### src/rtl/link_out_piso_credit.sv
// Serialises one wide core word into RATIO narrow beats toward a credit-based link.
// Each beat uses one credit. The link returns a credit as a one-cycle pulse on credit_i.
module link_out_piso_credit #(
  parameter int CHANNELS    = 2,
  parameter int CH_WIDTH    = 8,
  parameter int RATIO       = 4,
  parameter int MAX_CREDITS = 8,
  localparam int BW  = CHANNELS * CH_WIDTH,
  localparam int W   = BW * RATIO,
  localparam int CW  = $clog2(MAX_CREDITS + 1),
  localparam int BCW = (RATIO > 1) ? $clog2(RATIO) : 1
) (
  input  logic          clk,
  input  logic          rst,
  input  logic          valid_i,
  input  logic [W-1:0]  data_i,
  output logic          ready_o,
  output logic          valid_o,
  output logic [BW-1:0] data_o,
  input  logic          credit_i,
  output logic [CW-1:0] credits_o,
  output logic          overflow_o
);

  logic [W-1:0]   r_word;
  logic           r_full;
  logic [BCW-1:0] r_beat;
  logic [CW-1:0]  r_credits;
  logic           r_overflow;

  logic w_send;
  logic w_last;
  logic w_accept;

  assign w_send   = r_full & (r_credits != '0);
  assign w_last   = (r_beat == BCW'(RATIO - 1));
  // A new word can land in the same cycle the last beat of the previous one leaves.
  assign ready_o  = ~rst & (~r_full | (w_send & w_last));
  assign w_accept = valid_i & ready_o;

  assign valid_o    = w_send;
  assign data_o     = w_send ? r_word[r_beat * BW +: BW] : '0;
  assign credits_o  = r_credits;
  assign overflow_o = r_overflow;

  always_ff @(posedge clk) begin
    if (rst) begin
      r_word     <= '0;
      r_full     <= 1'b0;
      r_beat     <= '0;
      r_credits  <= CW'(MAX_CREDITS);
      r_overflow <= 1'b0;
    end else begin
      if (w_accept) begin
        r_word <= data_i;
        r_full <= 1'b1;
        r_beat <= '0;
      end else if (w_send) begin
        if (w_last) begin
          r_full <= 1'b0;
          r_beat <= '0;
        end else begin
          r_beat <= r_beat + 1'b1;
        end
      end

      // A returned credit and a sent beat in the same cycle cancel out.
      case ({credit_i, w_send})
        2'b10: begin
          if (r_credits == CW'(MAX_CREDITS)) begin
            r_overflow <= 1'b1;
          end else begin
            r_credits <= r_credits + 1'b1;
          end
        end
        2'b01:   r_credits <= r_credits - 1'b1;
        default: r_credits <= r_credits;
      endcase
    end
  end

endmodule

### config.mk
export PLATFORM = sky130hd
export DESIGN_NAME = link_out_piso_credit
export DESIGN_NICKNAME = d
export VERILOG_FILES = /design/src/rtl/link_out_piso_credit.sv
export SDC_FILE = /design/constraint.sdc
export NUM_CORES = 1
export LEC_CHECK = 0
export BUFFER_PORTS_ARGS = -buffer_cell sky130_fd_sc_hd__buf_4
export CORE_MARGIN = 2
export CORE_UTILIZATION = 40
export DETAILED_ROUTE_END_ITERATION = 10
export RECOVER_POWER = 25
export SETUP_SLACK_MARGIN = 0.3
export SLEW_MARGIN = 20
export SYNTH_ARGS = -nofsm -noshare
export SYNTH_HDL_FRONTEND = slang
export SYNTH_SLANG_ARGS = --single-unit
### constraint.sdc
create_clock -name clk -period 2.92 [get_ports clk]
set_clock_uncertainty 0.2 [all_clocks]
set_input_delay 0.292 -clock clk [delete_from_list [all_inputs] [get_ports clk]]
set_output_delay 0.292 -clock clk [all_outputs]
set_load 0.01 [all_outputs]
==> results.json <==
{
  "tightest_slew_ns": 0.708,
  "gp_congestion": 0.759,
  "setup_viol": 0,
  "routedWlPerCell_um": 14.4,
  "path_cells": "or3_1 > o21ai_2 > buf_4 > nor2b_1 > buf_4",
  "first_pass_iters": 4,
  "max_slew_margin_pct": 52.8,
  "synthFlopType": "dfxtp_1",
  "clk_latency_ns": 0.34,
  "cts_made_buffers": 9,
  "die_h_um": 97.1,
  "ys_ff_latch": 72,
  "period_share_pct": 85.5,
  "path_clk_slew_ns": 0.08,
  "io_pins": 91,
  "dieArea_um2": 9420,
  "criticalPathCategory": "register to primary output",
  "synth_edf_count": 0,
  "fin_cells": 609,
  "rows": 33,
  "yosys.area.top_type_share_pct": 41.6,
  "synthesis.nets": 451,
  "async_flop_share_pct": 0,
  "yosysWarnings": 0,
  "fmax_ghz": 0.401,
  "start_util_pct": 41.7,
  "synth_cells": 381,
  "syn_area_um2": 3460,
  "route.detailed.drc": 0,
  "die_w_um": 97.1,
  "antenna_cells": 0,
  "via_count": 3050,
  "ctsRootBufferMaster": "clkbuf_8",
  "period_minus_slack_ns": 2.50,
  "drv_cap": 0,
  "ys_types": 36,
  "cts_setup_buffers": 0,
  "synth_seq_area_share_pct": 41.6,
  "rsz0062_at_grt": "no",
  "worstSetupStartpointType": "register",
  "hold_violations": 0,
  "cpMostUsedCell": "buf_4",
  "grt_overflow": 0,
  "htreeDepth": 3,
  "fin_tns_setup_ns": 0,
  "fin_total_pwr_mw": 2.44,
  "cp.required_ns": 2.43,
  "grt_usage_pct": 18.7,
  "drt_iter0_drc": 143,
  "power.density_nw_per_um2": 511,
  "grt_first_pass_wirelength_um": 14300,
  "cts_tree": "done",
  "dpl_cell_area_um2": 4170,
  "crit_path_max_fanout": 20,
  "synth.most_common_cell": "nand2_1",
  "io_buffers": 90,
  "hp-class": "input pin to register",
  "crit_path_end_kind": "primary output",
  "clock-sinks": 72,
  "avgSynthCellArea_um2": 9.09,
  "final_util_pct": 57.6,
  "area_delta_synth_final_pct": 37.9,
  "cellLeakagePower_nw": 1.82,
  "design_area_um2": 4780,
  "ir_drop_mv": 0.250,
  "nNetsFinal": 569,
  "run_status": "completed",
  "core_region_area_um2": 8300,
  "clockBufferDepth": 2,
  "vias_per_cell": 5.01,
  "critPathSlowestCell": "or3_1",
  "yosys.area.top_type": "dfxtp_1",
  "dp_cells": 551,
  "ys_top_cells_by_count": "129 x nand2_1, 72 x dfxtp_1, 60 x a21oi_2",
  "antenna_left": 0,
  "arrival_ns": 2.00,
  "wl_um": 8740,
  "crit_path_max_incr_delay_ns": 0.54,
  "antenna_found_initial": 0,
  "grt_pass1_vias": 2967,
  "slew_violations": 0,
  "grt_max_degree": 67,
  "post-dp-hpwl_um": 5720,
  "fill_cells": 770,
  "layout-drive-gt1-share_pct": 37.3,
  "netlist_top_cells_area": "dfxtp_1 42%, a21oi_2 15%, nand2_1 14%, mux4_2 10%, nor2b_1 3.1%"
}
-- state kept, by name, indices dropped and copies added (netlist names) --
name / flops
r_word: 64
credits_o: 4
r_beat: 2
overflow_o: 1
r_full: 1
-- critical path, delay by kind of cell, from the launching register on --
| family | cells | cell delay, ns |
|---|---|---|
| flip-flops | 1 | 0.42 |
| AO/OA/AOI/OAI | 1 | 0.15 |
| buffers and inverters | 2 | 0.42 |
| AND/OR/NAND/NOR | 2 | 0.64 |
-- worst paths after layout --
path / slack [ns] / to / depth (start not counted) / startpoint
setup / recovery: 0.42 / data_o[14] / 5 / credits_o[3]$_SDFFE_PP1P_
hold / removal: 0.008 / r_word[27]$_SDFFE_PP0P_ / 3 / data_i[27]
setup reg to reg: 0.46 / r_word[29]$_SDFFE_PP0P_ / 5 / credits_o[3]$_SDFFE_PP1P_
hold reg to reg: 0.26 / r_word[24]$_SDFFE_PP0P_ / 2 / r_word[24]$_SDFFE_PP0P_
-- stage by stage --
step / worst slack [ns] / hold WS [ns]
floorplan: 0.692 / 0.209
global placement: 0.741 / 0.243
detailed placement: 0.711 / 0.247
CTS: 0.404 / 0.00112
global route: 0.299 / 0.00248
finish: 0.425 / 0.00767
-- cell type report --
| cell class | instances | area [µm²] | area share, % |
|---|---|---|---|
| sequential | 72 | 1440 | 30.2 |
| clock inverter | 6 | 92.6 | 1.94 |
| timing repair buffer | 139 | 1140 | 23.9 |
| inverter | 3 | 11.3 | 0.236 |
| clock buffer | 10 | 128 | 2.67 |
| tap | 105 | 131 | 2.75 |
| multi-input combinational | 274 | 1830 | 38.3 |
-- metal layers --
layer,global-route usage (%),vias up,part of all wire (%)
li1,-,1523,-
met1,26.0,1447,48
met2,29.1,68,47
met3,2.52,12,3.0
met4,8.34,0,1.8
met5,0,-,0
-- logic make-up after synthesis --
logic type                 after synthesis  synth area share (%)
AOI/OAI and AO/OA                       86                  20.6
adders and majority gates                2                 0.722
DFF                                     72                  41.6
and+or+nand+nor                        169                  20.7
buffers and inverters                   35                  5.67
muxes                                   17                  10.7
-- what timing repair did --
action,CTS,global route
setup endpoints to repair,0,1
gates resized for setup,0,1
endpoints found under the hold margin,41,1
hold buffers,41,1
-- where the power goes --
group	total (mW)	internal (mW)	switching [mW]
clock network	0.879	0.486	0.394
logic	0.458	0.235	0.223
registers	1.10	1.05	0.0567
total	2.44	1.77	0.673
-- cells in the final DEF (no fill, tap or decap), drive strengths merged --
master       instances
a221oi               1
nand3                1
mux4                16
or4                  1
o311a                1
o2111ai              1
nor2b               17
or3                  2
a21o                 2
buf                 91
nor3                 6
clkbuf              16
ha                   2
a22oi                1
nor3b                1
a211oi               1
dfxtp               72
a2111oi              2
o31ai                1
a31oi                3
nand2              129
bufinv               2
mux2i                1
or2                  1
inv                  4
dlygate4sd3         42
o21ai                3
a21oi               69
clkinv               1
o311ai               1
nor2                 6
or4b                 1
clkinvlp             2
nand4                1
nand2b               3
Note: power is estimated with default switching activity, not from simulation.
